===== src/rtl/qar_muldiv_if.sv =====
// Request/response channel between the QAR execute stage and the multi-cycle
// multiply/divide unit.
interface qar_muldiv_if #(
  parameter int XLEN = 32
);
  logic            req_valid;
  logic            req_ready;
  logic [2:0]      req_op;
  logic [XLEN-1:0] op_a;
  logic [XLEN-1:0] op_b;
  logic            resp_valid;
  logic            resp_ready;
  logic [XLEN-1:0] resp_result;
  logic            busy;

  modport slave (
    input  req_valid, req_op, op_a, op_b, resp_ready,
    output req_ready, resp_valid, resp_result, busy
  );

  modport master (
    output req_valid, req_op, op_a, op_b, resp_ready,
    input  req_ready, resp_valid, resp_result, busy
  );
endinterface


===== src/rtl/qar_muldiv.sv =====
// Multi-cycle shift-add multiplier / restoring divider for the QAR core.
// Define QAR_MULDIV_SIGNED_EN to make opcodes DIV/REM signed; otherwise they are illegal.
module qar_muldiv #(
  parameter  int XLEN  = 32,
  localparam int CNT_W = $clog2(XLEN) + 1
) (
  input  logic        clk,
  input  logic        rst_n,
  qar_muldiv_if.slave bus
);

  localparam logic [2:0] OP_MUL   = 3'b000;
  localparam logic [2:0] OP_MULHU = 3'b001;
  localparam logic [2:0] OP_DIVU  = 3'b010;
  localparam logic [2:0] OP_REMU  = 3'b011;
  localparam logic [2:0] OP_DIV   = 3'b100;
  localparam logic [2:0] OP_REM   = 3'b101;

  typedef enum logic [1:0] {S_IDLE = 2'd0, S_CALC = 2'd1, S_DONE = 2'd2} state_e;

  state_e            state_q, state_d;
  logic [CNT_W-1:0]  cnt_q, cnt_d;
  logic [2:0]        op_q, op_d;
  logic [XLEN-1:0]   opnd_q, opnd_d;
  logic [2*XLEN-1:0] acc_q, acc_d;
  logic [XLEN-1:0]   res_q, res_d;
  logic              req_ready_q, req_ready_d;
  logic              resp_valid_q, resp_valid_d;
  logic              busy_q, busy_d;

  logic              hs_s, mul_op_s, div_op_s, rem_op_s, ovf_s;
  logic [XLEN-1:0]   mag_a_s, mag_b_s;
  logic [XLEN:0]     sum_s, trial_s;
  logic [2*XLEN-1:0] step_s;

  assign hs_s = (state_q == S_IDLE) && bus.req_valid && req_ready_q;

`ifdef QAR_MULDIV_SIGNED_EN
  localparam logic [XLEN-1:0] MOST_NEG = {1'b1, {(XLEN-1){1'b0}}};

  logic a_neg_s, b_neg_s, q_neg_q, r_neg_q;

  function automatic logic [XLEN-1:0] cond_neg(input logic [XLEN-1:0] v, input logic neg);
    return neg ? (~v + XLEN'(1)) : v;
  endfunction

  // Result sign flags captured at the request handshake
  always_ff @(posedge clk) begin
    if (!rst_n) begin
      q_neg_q <= 1'b0;
      r_neg_q <= 1'b0;
    end else if (hs_s) begin
      q_neg_q <= a_neg_s ^ b_neg_s;
      r_neg_q <= a_neg_s;
    end
  end
`endif

  // Request decode: operation class, operand magnitudes and fast-path conditions
  always_comb begin
    mul_op_s = (bus.req_op == OP_MUL) || (bus.req_op == OP_MULHU);
    div_op_s = (bus.req_op == OP_DIVU) || (bus.req_op == OP_REMU);
    rem_op_s = (bus.req_op == OP_REMU);
    mag_a_s  = bus.op_a;
    mag_b_s  = bus.op_b;
    ovf_s    = 1'b0;
`ifdef QAR_MULDIV_SIGNED_EN
    a_neg_s  = 1'b0;
    b_neg_s  = 1'b0;
    if ((bus.req_op == OP_DIV) || (bus.req_op == OP_REM)) begin
      div_op_s = 1'b1;
      rem_op_s = (bus.req_op == OP_REM);
      a_neg_s  = bus.op_a[XLEN-1];
      b_neg_s  = bus.op_b[XLEN-1];
      mag_a_s  = cond_neg(bus.op_a, a_neg_s);
      mag_b_s  = cond_neg(bus.op_b, b_neg_s);
      ovf_s    = (bus.op_a == MOST_NEG) && (bus.op_b == '1);
    end else begin
      a_neg_s  = 1'b0;
      b_neg_s  = 1'b0;
    end
`endif
  end

  // One datapath iteration: shift-add for multiply, trial subtraction for divide
  always_comb begin
    sum_s   = {1'b0, acc_q[2*XLEN-1:XLEN]} + {1'b0, opnd_q};
    trial_s = {acc_q[2*XLEN-1:XLEN], acc_q[XLEN-1]} - {1'b0, opnd_q};
    if ((op_q == OP_MUL) || (op_q == OP_MULHU)) begin
      step_s = acc_q[0] ? {sum_s, acc_q[XLEN-1:1]} : {1'b0, acc_q[2*XLEN-1:1]};
    end else if (trial_s[XLEN]) begin
      step_s = {acc_q[2*XLEN-2:XLEN-1], acc_q[XLEN-2:0], 1'b0};
    end else begin
      step_s = {trial_s[XLEN-1:0], acc_q[XLEN-2:0], 1'b1};
    end
  end

  // Next-state and output logic
  always_comb begin
    state_d = state_q;
    cnt_d   = cnt_q;
    op_d    = op_q;
    opnd_d  = opnd_q;
    acc_d   = acc_q;
    res_d   = res_q;
    case (state_q)
      S_IDLE: begin
        if (hs_s) begin
          op_d  = bus.req_op;
          cnt_d = '0;
          if (!(mul_op_s || div_op_s)) begin
            res_d   = '0;
            state_d = S_DONE;
          end else if (div_op_s && (bus.op_b == '0)) begin
            res_d   = rem_op_s ? bus.op_a : '1;
            state_d = S_DONE;
          end else if (ovf_s) begin
            res_d   = rem_op_s ? '0 : bus.op_a;
            state_d = S_DONE;
          end else if (mul_op_s) begin
            opnd_d  = bus.op_a;
            acc_d   = {{XLEN{1'b0}}, bus.op_b};
            state_d = S_CALC;
          end else begin
            opnd_d  = mag_b_s;
            acc_d   = {{XLEN{1'b0}}, mag_a_s};
            state_d = S_CALC;
          end
        end else begin
          state_d = S_IDLE;
        end
      end
      S_CALC: begin
        acc_d = step_s;
        cnt_d = cnt_q + CNT_W'(1);
        if (cnt_q == CNT_W'(XLEN - 1)) begin
          state_d = S_DONE;
          case (op_q)
            OP_MUL, OP_DIVU:   res_d = step_s[XLEN-1:0];
            OP_MULHU, OP_REMU: res_d = step_s[2*XLEN-1:XLEN];
`ifdef QAR_MULDIV_SIGNED_EN
            OP_DIV:            res_d = cond_neg(step_s[XLEN-1:0], q_neg_q);
            OP_REM:            res_d = cond_neg(step_s[2*XLEN-1:XLEN], r_neg_q);
`endif
            default:           res_d = '0;
          endcase
        end else begin
          state_d = S_CALC;
        end
      end
      S_DONE: begin
        if (bus.resp_ready) begin
          state_d = S_IDLE;
        end else begin
          state_d = S_DONE;
        end
      end
      default: state_d = S_IDLE;
    endcase
    req_ready_d  = (state_d == S_IDLE);
    resp_valid_d = (state_d == S_DONE);
    busy_d       = (state_d != S_IDLE);
  end

  // State, datapath and output registers
  always_ff @(posedge clk) begin
    if (!rst_n) begin
      state_q      <= S_IDLE;
      cnt_q        <= '0;
      op_q         <= 3'b000;
      opnd_q       <= '0;
      acc_q        <= '0;
      res_q        <= '0;
      req_ready_q  <= 1'b1;
      resp_valid_q <= 1'b0;
      busy_q       <= 1'b0;
    end else begin
      state_q      <= state_d;
      cnt_q        <= cnt_d;
      op_q         <= op_d;
      opnd_q       <= opnd_d;
      acc_q        <= acc_d;
      res_q        <= res_d;
      req_ready_q  <= req_ready_d;
      resp_valid_q <= resp_valid_d;
      busy_q       <= busy_d;
    end
  end

  assign bus.req_ready   = req_ready_q;
  assign bus.resp_valid  = resp_valid_q;
  assign bus.resp_result = res_q;
  assign bus.busy        = busy_q;

endmodule


===== src/flat_wrapper.sv =====
// flat-port wrapper written by rule: the top's interface ports become plain ports
module qar_muldiv_flat 
#(
  parameter  int XLEN  = 32,
  localparam int CNT_W = $clog2(XLEN) + 1
)
  (clk, rst_n, bus_req_valid, bus_req_op, bus_op_a, bus_op_b, bus_resp_ready, bus_req_ready, bus_resp_valid, bus_resp_result, bus_busy);
  qar_muldiv_if #(.XLEN(XLEN)) bus_i ();
  input  logic clk;
  input  logic rst_n;
  input wire logic [$bits(bus_i.req_valid)-1:0] bus_req_valid;
  input wire logic [$bits(bus_i.req_op)-1:0] bus_req_op;
  input wire logic [$bits(bus_i.op_a)-1:0] bus_op_a;
  input wire logic [$bits(bus_i.op_b)-1:0] bus_op_b;
  input wire logic [$bits(bus_i.resp_ready)-1:0] bus_resp_ready;
  output wire logic [$bits(bus_i.req_ready)-1:0] bus_req_ready;
  output wire logic [$bits(bus_i.resp_valid)-1:0] bus_resp_valid;
  output wire logic [$bits(bus_i.resp_result)-1:0] bus_resp_result;
  output wire logic [$bits(bus_i.busy)-1:0] bus_busy;
  assign bus_i.req_valid = bus_req_valid;
  assign bus_i.req_op = bus_req_op;
  assign bus_i.op_a = bus_op_a;
  assign bus_i.op_b = bus_op_b;
  assign bus_i.resp_ready = bus_resp_ready;
  assign bus_req_ready = bus_i.req_ready;
  assign bus_resp_valid = bus_i.resp_valid;
  assign bus_resp_result = bus_i.resp_result;
  assign bus_busy = bus_i.busy;
  qar_muldiv #(.XLEN(XLEN)) u_core (.clk(clk), .rst_n(rst_n), .bus(bus_i));
endmodule

===== config.mk =====
export PLATFORM = sky130hd
export DESIGN_NAME = qar_muldiv_flat
export DESIGN_NICKNAME = d
export VERILOG_FILES = /design/src/rtl/qar_muldiv_if.sv /design/src/rtl/qar_muldiv.sv /design/src/flat_wrapper.sv
export SDC_FILE = /design/constraint.sdc
export NUM_CORES = 1
export LEC_CHECK = 0
export CAP_MARGIN = 0
export CORE_ASPECT_RATIO = 1.1
export CORE_MARGIN = 2
export CORE_UTILIZATION = 35
export DETAILED_ROUTE_END_ITERATION = 16
export PLACE_DENSITY = 0.62
export SYNTH_ARGS = -nofsm -noshare
export SYNTH_HDL_FRONTEND = slang
export SYNTH_SLANG_ARGS = --single-unit

===== constraint.sdc =====
create_clock -name clk -period 4.45 [get_ports clk]
set_clock_uncertainty 0.05 [all_clocks]
set_input_delay 0.6675 -clock clk [delete_from_list [all_inputs] [get_ports clk]]
set_output_delay 0.6675 -clock clk [all_outputs]
set_load 0.005 [all_outputs]

==> impl_results.md, run 1 <==
* Final Core Density at 41.92%
* Mapped Area at 0.01160 mm2
* Pins Over Slew Limit at 0
* CP max stage cell: nor4_1
* Synth top area share at 24.51%
* Initial antenna violation count at 0
* PostCTS Resize Cnt at 0
* Status: completed
* Min Tclk post-route at 4.061 ns
* Synth Net Count at 1713
* Worst Slack Setup Final at 0.3889 ns
* Crit-path cells: clkdlybuf4s50_1, nor4_1, nand4_1, nor4_1, a21oi_1, o22ai_4, buf_12, o211ai_1, o221a_1
* Initial core utilization at 35.73%
* Asr flop ratio synth at 0%
* Seq cells post-synth at 142
* Die area at 0.03461 mm2
* Setup crit start: bus_op_b[26]
* Total vias in the final route at 12240
* Setup crit end kind: register
* Routed WL per cell at 20.21 um
* Synth Flop Type: dfxtp_1
* Total track usage at 23.81%
* Non-filler cells, final at 2055
* Synth top area cells: dfxtp_1, o21ai_0, ha_1
* Root buf cell: clkbuf_16
* Largest net degree at the start of global routing at 67
* Critical Path Most Common Cell: nor4_1
* Antenna Nets Post-Route at 0
* Fmax at 0.2462 GHz
* Cells after DPL at 2024
* Clock Latency Late Sink at 0.43 ns
* Overall power at 4.763 mW
* CP bufs+invs at 2
* Number of global-route vias before repair at 11500
* Leakage power figure at 5.429 nW
* Worst Max-Slew Pin Slew at 1.050 ns
* CTS clk-pin slew, worst paths at 0.06 ns
* Drt first pass iters at 5
* Largest area contributor in the netlist: dfxtp_1
* Filler Cells Inserted at 3399
* Slowest stage delay, CP at 0.92 ns
* CTS tree: built
* Placed inst area at 0.01305 mm2
* Post-Route Setup TNS at 0 ns
* Number of synthesized flops with an enable pin at 0
* HP Class: reg2reg
* Period utilisation layout at 91.26%
* Die Y at 194.9 um
* Avg Inst Size Synth at 7.364 um2
* DRC at 0
* Cell variety after synth at 79
* Nets at 1755
* CP required at 4.72 ns
* Crit Path Max Fanout at 66
* Worst path arrival time at 4.33 ns
* Max Root-Sink Buffers at 2
* Hold buffer count at cts at 0
* Yosys warning total at 0
* Area grow syn2layout at 17.33%
* Reg2reg start: u_core.acc_q[31]$_SDFFE_PN0P_
* H-tree Lvls at 4
* Core Region at 0.03246 mm2
* Layout cell share with drive strength beyond 1 at 6.691%
* Rel. slew slack at 29.36%
* Setup slack at placement at 0.1088 ns
* Post-Route WL at 41.54 mm
* Cell family with most CP delay: simple AND/OR/NAND/NOR gates
* DR iter-0 viols at 1171
* Syn Inst Count at 1575
* Port bufs at 105
* Max Cap Viol at 0
* Die Span X at 177.6 um
* Num CTS Buffers at 17
* Worst Min Path Start: u_core.cnt_q[1]$_SDFFE_PN0P_
* Worst Setup Start Kind: input port
* Total grt overflow at 0
* I/O pin count at 106
* Routed vias/inst at 5.956
* Peak supply drop at 0.2735 mV
* Clk sink count at 142
* Antenna diode count at 0
* Final HPWL DP at 30.31 mm
* # Post-CTS Setup Buffers at 0
* Row cnt at 69
* Final hold slack at 0.4573 ns
* Register area share after synthesis at 24.51%
* Pwr/cell area at 350.0 mW/mm2
* Endpoints failing hold at 0
* Post-route cell area at 0.01361 mm2
* WS Path Type: in2reg
* RSZ-0062 raised after global routing: no
* GP Congestion at 0.9343
* Final setup violating endpoints at 0
* First-pass GRT wire length at 65.07 mm
## synth_stat cells (4+ instances only)
master / n
nand2_1: 190
o21ai_0: 190
dfxtp_1: 142
nor2_1: 124
a21oi_1: 109
clkbuf_1: 104
nand3_1: 75
ha_1: 65
inv_1: 56
mux2i_1: 45
o21a_1: 35
o211a_1: 34
xnor2_1: 32
a311oi_1: 29
o211ai_1: 26
a31oi_1: 21
a21o_1: 18
o21ai_1: 16
xor2_1: 16
a21boi_0: 15
nor3_1: 15
a211oi_1: 14
nand2b_1: 14
nor2b_1: 13
and2_1: 12
o21bai_1: 11
nand4_1: 10
nor4_1: 9
a21boi_1: 7
a22o_1: 7
o31ai_1: 7
or3_1: 7
a211oi_2: 6
and3_1: 6
o2111ai_1: 6
o211ai_2: 6
o221a_1: 5
o221a_2: 5
a2111oi_0: 4
buf_6: 4
mux2_2: 4
## where the power goes
part / switching (mW) / leakage, nW / internal [mW] / total (mW)
sequential: 0.146 / 1.16 / 1.38 / 1.53
clock: 0.553 / 0.267 / 0.850 / 1.40
combinational: 1.11 / 4.00 / 0.721 / 1.83
total: 1.81 / 5.43 / 2.96 / 4.76
## layer usage
| layer | up-vias | global-route usage, % | share of wire [%] |
|---|---|---|---|
| met5 | - | 0 | 0 |
| met1 | 5808 | 33.31 | 45 |
| met2 | 476 | 36.29 | 44 |
| met3 | 65 | 4.245 | 7.6 |
| li1 | 5890 | - | - |
| met4 | 0 | 8.682 | 2.8 |
## path summary, 6_finish.rpt
check | to | slack (ns) | cells after the start
min reg2reg | u_core.cnt_q[1]$_SDFFE_PN0P_ | 0.46 | 2
max reg2reg | u_core.bus.resp_result[1]$_SDFFE_PN0P_ | 0.62 | 13
min | u_core.cnt_q[1]$_SDFFE_PN0P_ | 0.46 | 2
max | u_core.bus.resp_result[8]$_SDFFE_PN0P_ | 0.39 | 9
## worst reg2reg max path, stage by stage (launching register included)
cell and delay (ns):
dfxtp_1 0.35, inv_1 0.10, ha_1 0.24, fa_1 0.40, nand2b_1 0.21, a211oi_2 0.28
o2111ai_2 0.24, a211oi_2 0.37, or3_4 0.21, nand3_2 0.39, mux2i_1 0.31, a21oi_1 0.11
a211o_1 0.34, a31oi_1 0.17
## registers in the layout, summed over array words and instances (netlist names)
register                count
u_core.state_q              2
u_core.op_q                 3
u_core.bus.resp_valid       1
u_core.cnt_q                6
u_core.bus.resp_result     32
u_core.bus.busy             1
u_core.opnd_q              32
u_core.acc_q               64
u_core.bus.req_ready        1
## placed cells by master (no fill, tap or decap), types with 7 or more instances in the layout
master	netlist	layout
a31oi_1	21	21
o21a_1	35	35
a311oi_1	29	29
clkdlybuf4s50_1	0	102
o211ai_1	26	26
dfxtp_1	142	141
nand2_1	190	190
a211oi_1	14	14
a21oi_1	109	109
nand2b_1	14	13
xnor2_1	32	32
and2_1	12	12
nand4_1	10	10
a21boi_1	7	7
xor2_1	16	16
or3_1	7	7
o21bai_1	11	11
nor2b_1	13	12
a22o_1	7	7
inv_1	56	56
o211a_1	34	34
nor3_1	15	15
nand3_1	75	75
nor4_1	9	9
o31ai_1	7	7
clkbuf_16	0	17
o21ai_1	16	17
ha_1	65	65
buf_4	1	29
a21boi_0	15	15
o21ai_0	190	189
mux2i_1	45	45
a21o_1	18	18
nor2_1	124	120
## logic make-up (layout without fill, tap and decap cells)
family,count (synthesis),after routing,synth area share [%]
and+or+nand+nor,487,487,18.73
muxes,49,49,4.272
buffers and inverters,171,225,5.847
DFF,142,142,24.51
adders and majority gates,67,67,7.357
xor gates and xnor gates,48,48,3.625
AOI/OAI and AO/OA,611,611,35.66
## final cells by class
cell class | instances | area (um2) | area share, %
flip-flops and latches | 142 | 2844 | 20.90
clock buffers | 25 | 475.5 | 3.494
multi-input cells | 1262 | 8128 | 59.73
repair buffers | 137 | 1329 | 9.765
well taps | 426 | 533.0 | 3.917
inverters | 57 | 214.0 | 1.572
clock inverters | 6 | 85.08 | 0.6252
(Power assumes the default switching activity.)
==> run 2: changes to the inputs <==
--- a/config.mk
+++ b/config.mk
@@ -5,7 +5,7 @@
 export SDC_FILE = /design/constraint.sdc
 export NUM_CORES = 1
 export LEC_CHECK = 0
-export CAP_MARGIN = 0
+export CAP_MARGIN = 20
 export CORE_ASPECT_RATIO = 1.1
 export CORE_MARGIN = 2
 export CORE_UTILIZATION = 35
==> results of run 2 <==
Same layout as run 1: the final DEF is identical, and so are final timing and power.
==> run 3: changes to the inputs <==
--- a/config.mk
+++ b/config.mk
@@ -14,3 +14,4 @@
 export SYNTH_ARGS = -nofsm -noshare
 export SYNTH_HDL_FRONTEND = slang
 export SYNTH_SLANG_ARGS = --single-unit
+export TNS_END_PERCENT = 100
==> results of run 3 <==
Same layout as run 1: the final DEF is identical, and so are final timing and power.
